`src/rtl/rete_response_checker_sat_counter.sv`:
```
// Saturating up-counter with synchronous clear; holds at all-ones instead of wrapping.
module sat_counter #(
    parameter int unsigned CW = 8
) (
    input  logic          clock,
    input  logic          reset,
    input  logic          clear,
    input  logic          inc,
    output logic [CW-1:0] count
);

    logic [CW-1:0] count_q, count_d;

    // Next count: clear has priority, increments stop at the maximum value.
    always_comb begin
        count_d = count_q;
        if (clear) begin
            count_d = '0;
        end else if (inc && (count_q != '1)) begin
            count_d = count_q + CW'(1);
        end
    end

    // Count register.
    always_ff @(posedge clock) begin
        if (reset) begin
            count_q <= '0;
        end else begin
            count_q <= count_d;
        end
    end

    assign count = count_q;

endmodule

```
`config.mk`:
```
export PLATFORM = sky130hd
export DESIGN_NAME = sat_counter
export DESIGN_NICKNAME = d
export VERILOG_FILES = /design/src/rtl/rete_response_checker_sat_counter.sv
export SDC_FILE = /design/constraint.sdc
export NUM_CORES = 1
export LEC_CHECK = 0
export CAP_MARGIN = 0
export CORE_AREA = 2 2 39 41
export DETAILED_ROUTE_END_ITERATION = 7
export DIE_AREA = 0 0 41 43
export SYNTH_ARGS = -nofsm -noshare
export SYNTH_HDL_FRONTEND = slang
export SYNTH_SLANG_ARGS = --single-unit
```
`constraint.sdc`:
```
create_clock -name clock -period 2.2 [get_ports clock]
set_input_delay 0.33 -clock clock [delete_from_list [all_inputs] [get_ports clock]]
set_output_delay 0.33 -clock clock [all_outputs]
set_load 0.01 [all_outputs]
```
* Word-level counts from Yosys, hierarchy flattened
Index checks and enable logic that the tools add are counted.
Storage, ports and cells: register bits 8, bits in latches 0, bits in writable memories 0, ROM bits 0, bits of input ports 4, output and inout bits 8, memories 0
Operators by class: add/sub/neg operators 1, multipliers 0, divide/modulo/power cells 0, $lt $le $gt $ge 0, equal/unequal tests 1, shifts and indexed selects 0, mux-type cells 0, bitwise logic cells 0, reduce and logical (&&, ||, !) cells 2
Operators with widths (count):
- adder 8 x 1 -> 8 bit, second input constant | 1
- != test 8 bit, second input constant | 1
- OR reduction 2 bit | 1
- logical AND 1 bit | 1

* Depth between registers and ports, before layout
Gate-level depths: netlist (run 1).
depth after elaboration 2, mapped depth 4

* Least setup slack after synthesis (run 1)
OpenSTA, ideal clock, no wires.
path kind flip-flop to flip-flop, start point reg count_q[0], in the netlist count[0], end point reg count_q[6], in the netlist count[6], library setup time 115 ps, arrival 1294 ps, setup slack 790 ps, stages on the path, launching flop included 5, buffers on the path 0, period minus slack after synthesis 1410 ps, path through dfxtp_1 ha_1 nand3_1 or4_1 and3_1
Between the ends: cells in the longest elaborated chain, start to end 2, elaborated cells on any way between the ends 3
RTL lines:
- start, declared | RTL line 12 | logic [CW-1:0] count_q, count_d;
- start signal, assigned | RTL line 29 | count_q <= count_d;
- parallel branches: the longest is 2 deep, another holds adder 8 x 1 -> 8 bit
Several ways; the timed one is not identified. A chain may end at the register's enable or synchronous reset.

* Final worst setup path (run 1)
start point reg count_q[3], in the netlist count[3], end point out count[3]
RTL lines:
- end, declared | RTL line 9 | output logic [CW-1:0] count
No word-level cell between the ends.

==> run_results.csv, run 1 <==
group,metric,value,unit
outcome,status,"finished clean",
setup_path,cp_max_fo,8,
synthesis,synth_edf_count,0,
timing,period_share,0.742,
floorplan,die_x,41,µm
layout,drive_gt1_frac,0.0833,
synthesis,synth_top_area_frac,0.368,
min_path,whs_path_depth,2,
drt,vias,392,
drt,wl,902,µm
placed_design,place_inst,73,
drt,viasPerCell,5.16,
layout,post-route-util,0.420,
global_route,grt.total_usage,0.133,
timing,slew_headroom,0.714,
timing,finalSetupTns,0,ns
synthesis,async_flop_share,0,
synthesis,ys_seq_elements,8,
clock_tree,hold_buffers,0,
floorplan,rows,14,
setup_path,critical-path-top-delay-family,"buffers and inverters",
pwr,pwr-share-clk,0.404,
pwr,seq_power_share,0.524,
clock_tree,cts_num_sinks,8,
layout,multi_input_area,264,µm²
layout,largest_reg_flops,8,
floorplan,ioPinCount,12,
clock_tree,clk_latency,0.26,ns
placed_design,dp_slack,0.505,ns
pwr,intPower,0.219,mW
clock_tree,cts.clk_slew.worst_paths,0.06,ns
timing,worstMarginPinSlew,0.427,ns
setup_path,crit_slowest_cell,"clkdlybuf4s50_1",
layout,area_growth,33.3,%
synthesis,synth_area,435,µm²
drt,ant_nets,0,
timing,post-route-min-period,1.63,ns
global_route,grt_pass1_vias,388,
drt,wl_per_cell,11.9,µm
synthesis,synth.avg_cell_area,9.26,µm²
global_route,overflow,0,
synthesis,ys_warn_count,0,
floorplan,dieArea,1760,µm²
setup_path,rr_worst_depth,4,
clock_tree,root_buffer,"clkbuf_4",
pwr,power_density,486,nW/µm²
synthesis,synth_nets,52,
setup_path,end_kind,"output port",
synthesis,netlist_top_cells_count,"dfxtp_1, nand2_1, a21oi_1, mux2i_1",
setup_path,worst-r2r-setup-slack,0.76,ns
global_route,grt_max_degree,9,
layout,regArea,160,µm²
setup_path,cp.depth,1,
layout,finalNetCount,67,
timing,finalSetupViolCount,0,
timing,drv_slew,0,
setup_path,path_buf_inv,1,
global_route,grt_pass1_wl,1530,µm
drt,drt_iter0_markers,2,
timing,max_freq,613,MHz
drt,drc,0,
pwr,peakVddDrop,0.000238,V
synthesis,synth_cell_type_count,21,
setup_path,crit_required,1.87,ns
timing,rsz0062_at_grt,"false",
clock_tree,cts_resized,0,
pwr,comb_power_share,0.072,
synthesis,synthCells,47,
placed_design,port_buffers,11,
timing,hold_viol_final,0,
clock_tree,cts_made_buffers,3,
min_path,holdCritPathClass,"register to register",
setup_path,slowest_delay,0.59,ns
layout,fin_cells,76,
pwr,switching_share,0.222,
timing,fin_ws,0.567,ns
setup_path,worstPathCellList,"clkdlybuf4s50_1",
floorplan,start_util,0.315,
timing,clock_skew,0.00577,ns
pwr,leakagePower,0.209,nW
flow_run,drv_cap,0,
floorplan,die_y,43,µm
clock_tree,htreeDepth,1,
drt,drtPass1Iterations,3,
synthesis,yosysTopAreaCell,"dfxtp_1",
placed_design,dp_hpwl,688,µm
setup_path,path_class,"register to output port",
synthesis,yosys-top-cells-area,"dfxtp_1, mux2i_1, a2111oi_4",
clock_tree,max-clock-path-buffers,2,
global_route,antenna_found_initial,0,
setup_path,critPathArrivalTime,1.30,ns
setup_path,cp-start-kind,"register",
placed_design,gp_congestion,0.683,
clock_tree,cts_tree,"done",
layout,nFillCells,139,
pwr,p_sw,0.0625,mW
synthesis,seq_area_frac_synth,0.368,
synthesis,synth_most_common_cell,"dfxtp_1",
floorplan,core,1380,µm²
clock_tree,post_cts_buffers,0,
synthesis,dominantRegCellSynth,"dfxtp_1",
layout,antennaDiodeCount,0,
## per-layer routing
layer	vias up	track usage	share of wire
met2	8	0.200	0.47
met5	-	0	0
met4	0	0.100	0.045
li1	204	-	-
met1	175	0.135	0.43
met3	5	0.0628	0.048
## worst register-to-register path, stage by stage, from the launching register on
cell,delay (ns)
dfxtp_1,0.38
ha_1,0.24
nand3_1,0.13
or4_1,0.40
and3_1,0.18
## layout make-up
| cell class | instances | area share |
|---|---|---|
| clock buffers | 3 | 0.0388 |
| repair buffers | 11 | 0.190 |
| well taps | 16 | 0.0345 |
| flip-flops and latches | 8 | 0.276 |
| multi-input cells | 37 | 0.455 |
| inverters | 1 | 0.00647 |
## kinds of logic after synthesis
family | synth area share
simple gates | 0.290
compound gates | 0.195
flops | 0.368
mux | 0.0920
buf+inv | 0.0259
fa+ha+maj | 0.0287
## placed cells by master, fill, tap and decap left out
cell type,synthesis,layout
nand3_1,2,2
o21ai_0,1,1
a31oi_1,1,1
or3_1,3,3
a21oi_1,4,4
clkdlybuf4s50_1,0,11
nand2_1,6,6
a2111oi_4,1,1
nand4_1,2,2
dfxtp_1,8,8
clkbuf_4,0,3
nor4_1,1,1
nor2_1,1,1
a21boi_1,2,2
and4_1,2,2
and3_1,3,3
and3b_1,1,1
inv_1,1,1
or4_1,1,1
a21boi_2,1,1
ha_1,1,1
mux2i_1,4,4
## stage by stage
step / power, mW / cell area [µm²] / hold slack, ns
after floorplan: 0.158 / 435 / 0.394
after global placement: 0.171 / 558 / 0.480
after detailed placement: 0.171 / 558 / 0.495
after CTS: 0.286 / 581 / 0.503
after global routing: 0.296 / 581 / 0.517
final: 0.282 / 581 / 0.495
## power groups by stage
stage	registers, mW	logic [mW]	clock network, mW
4_1_cts	0.148	0.0206	0.118
3_3_place_gp	0.151	0.0204	0
6_report	0.148	0.0202	0.114
5_1_grt	0.148	0.0225	0.126
2_1_floorplan	0.151	0.00688	0
3_5_place_dp	0.151	0.0204	0
## final timing paths
check | from | to
worst max-delay path | count[3] | count[3]
worst min-delay path | count[1] | count[1]
worst max register to register | count[0] | count[6]
worst min register to register | count[1] | count[1]
Power figures use the tool's default switching activity.
==> run 2, diff against run 1 <==
==> constraint.sdc (replaced) <==
create_clock -name clock -period 1.55 [get_ports clock]
set_input_delay 0.2325 -clock clock [delete_from_list [all_inputs] [get_ports clock]]
set_output_delay 0.2325 -clock clock [all_outputs]
set_load 0.01 [all_outputs]
==> run 2 against run 1 <==
Setup slack worse by 0.50 ns. Cell area increased by 8.2%. First-iteration DRC count rose to 3.5 times the previous value. Register-to-register slack got worse by 0.64 ns. Clock skew is 0.0046 ns lower. Non-clock buffer count is 6 higher. Largest cell class unchanged. Largest power group unchanged. Global-route usage up 1.3 points. Critical endpoint is now count[2]. Utilization rose by 3.4 points. Via count is 12% higher. Clock-buffer cell count stayed put. Cell count increased by 7.9%.
==> run_results.csv, run 2 (same netlist as run 1, synthesis figures left out) <==
group,metric,value,unit
setup_path,worst-r2r-setup-slack,0.12,ns
pwr,power_density,657,nW/µm²
drt,wl_per_cell,11.9,µm
timing,finalSetupViolCount,0,
setup_path,path_buf_inv,1,
clock_tree,htreeDepth,1,
outcome,status,"finished clean",
clock_tree,cts_tree,"done",
setup_path,cp.depth,1,
layout,area_growth,44.3,%
setup_path,rr_worst_depth,4,
drt,ant_nets,0,
setup_path,crit_path_start,"count[2]",
global_route,grt_max_degree,9,
placed_design,port_buffers,11,
floorplan,core,1380,µm²
setup_path,worstPathCellList,"clkdlybuf4s50_1",
floorplan,die_x,41,µm
drt,viasPerCell,5.35,
clock_tree,root_buffer,"clkbuf_4",
timing,slew_headroom,0.819,
timing,post-route-min-period,1.48,ns
clock_tree,max-clock-path-buffers,2,
clock_tree,post_cts_buffers,0,
setup_path,end_kind,"output port",
timing,fin_ws,0.0718,ns
clock_tree,clk_latency,0.25,ns
layout,antennaDiodeCount,0,
timing,period_share,0.954,
global_route,grt_pass1_wl,1680,µm
placed_design,place_area,603,µm²
global_route,grt_pass1_vias,379,
global_route,overflow,0,
layout,drive_gt1_frac,0.197,
flow_run,drv_cap,0,
floorplan,die_y,43,µm
setup_path,regToRegEndpoint,"count[6]",
pwr,leakagePower,0.239,nW
clock_tree,cts_made_buffers,3,
global_route,grt.total_usage,0.146,
layout,finish.instance_area,628,µm²
clock_tree,cts_num_sinks,8,
placed_design,dp_hpwl,721,µm
drt,drtPass1Iterations,4,
setup_path,cp_max_fo,7,
drt,drc,0,
setup_path,path_class,"register to output port",
drt,drt_iter0_markers,7,
setup_path,crit_slowest_cell,"clkdlybuf4s50_1",
pwr,peakVddDrop,0.000301,V
layout,largest_reg_flops,8,
layout,final_common_cell,"clkdlybuf4s50_1",
timing,hold_viol_final,0,
clock_tree,cts.clk_slew.worst_paths,0.06,ns
timing,drv_slew,0,
timing,clock_skew,0.00112,ns
setup_path,crit_required,1.32,ns
timing,worstMarginPinSlew,0.271,ns
placed_design,gp_congestion,0.718,
setup_path,critical-path-top-delay-family,"buffers and inverters",
timing,rsz0062_at_grt,"false",
setup_path,r2r-start,"count[1]",
floorplan,start_util,0.315,
global_route,antenna_found_initial,0,
placed_design,dp_slack,-0.0217,ns
min_path,holdCritPathClass,"register to register",
drt,wl,979,µm
layout,final_cell_mix,"clkdlybuf4s50_1, nand2_1, dfxtp_1, buf_4",
drt,vias,439,
timing,max_freq,677,MHz
min_path,hp-start,"count[1]",
setup_path,crit_end,"count[2]",
setup_path,cp-start-kind,"register",
setup_path,critPathArrivalTime,1.25,ns
layout,finalNetCount,73,
floorplan,ioPinCount,12,
floorplan,dieArea,1760,µm²
floorplan,rows,14,
setup_path,slowest_delay,0.57,ns
-- run 2: cell types whose count changed in the layout (fill, tap and decap cells not counted), sizes merged --
cell	previous run	this run
buf	0	6
-- run 2: worst min-delay path by stage --
stage | end | slack, ns | cells past startpoint
floorplan | count[5] | 0.30 | 1
global placement | count[1] | 0.48 | 2
detailed placement | count[1] | 0.49 | 2
CTS | count[1] | 0.50 | 2
global route | count[1] | 0.52 | 2
finish | count[1] | 0.49 | 2
-- run 2: repair_timing --
item / 4_1_cts / 5_1_grt
resized for setup: 0 / 2
hold buffers: 0 / 0
setup endpoints to repair: 0 / 2
-- run 2: metal layers --
| layer | part of all wire | vias to the layer above | global-route usage |
|---|---|---|---|
| met2 | 0.48 | 12 | 0.191 |
| met1 | 0.45 | 199 | 0.195 |
| met3 | 0.038 | 5 | 0.0471 |
| met4 | 0.034 | 0 | 0.100 |
| met5 | 0 | - | 0 |
| li1 | - | 223 | - |
-- run 2: report_power, final --
group	internal [mW]	total [mW]	switching [mW]
Clock	0.0889	0.164	0.0755
Combinational	0.0229	0.0395	0.0167
Sequential	0.207	0.209	0.00117
Total	0.319	0.413	0.0933
-- run 2: through the flow --
step	hold WS [ns]	power, mW	utilization	std cells	setup TNS [ns]
final	0.489	0.413	0.454	82	0
after detailed placement	0.490	0.253	0.436	79	-0.0217
after floorplan	0.297	0.224	-	47	0
after global placement	0.481	0.253	0.436	79	0
after CTS	0.498	0.421	0.452	82	0
after global routing	0.518	0.436	0.454	82	0
-- run 2: final cells by class --
class / count / area, µm²
Multi-Input combinational cell: 37 / 264
Sequential cell: 8 / 163
Clock buffer: 3 / 22.5
Timing Repair Buffer: 17 / 155
Tap cell: 16 / 20.0
Fill cell: 140 / 756
Inverter: 1 / 3.75
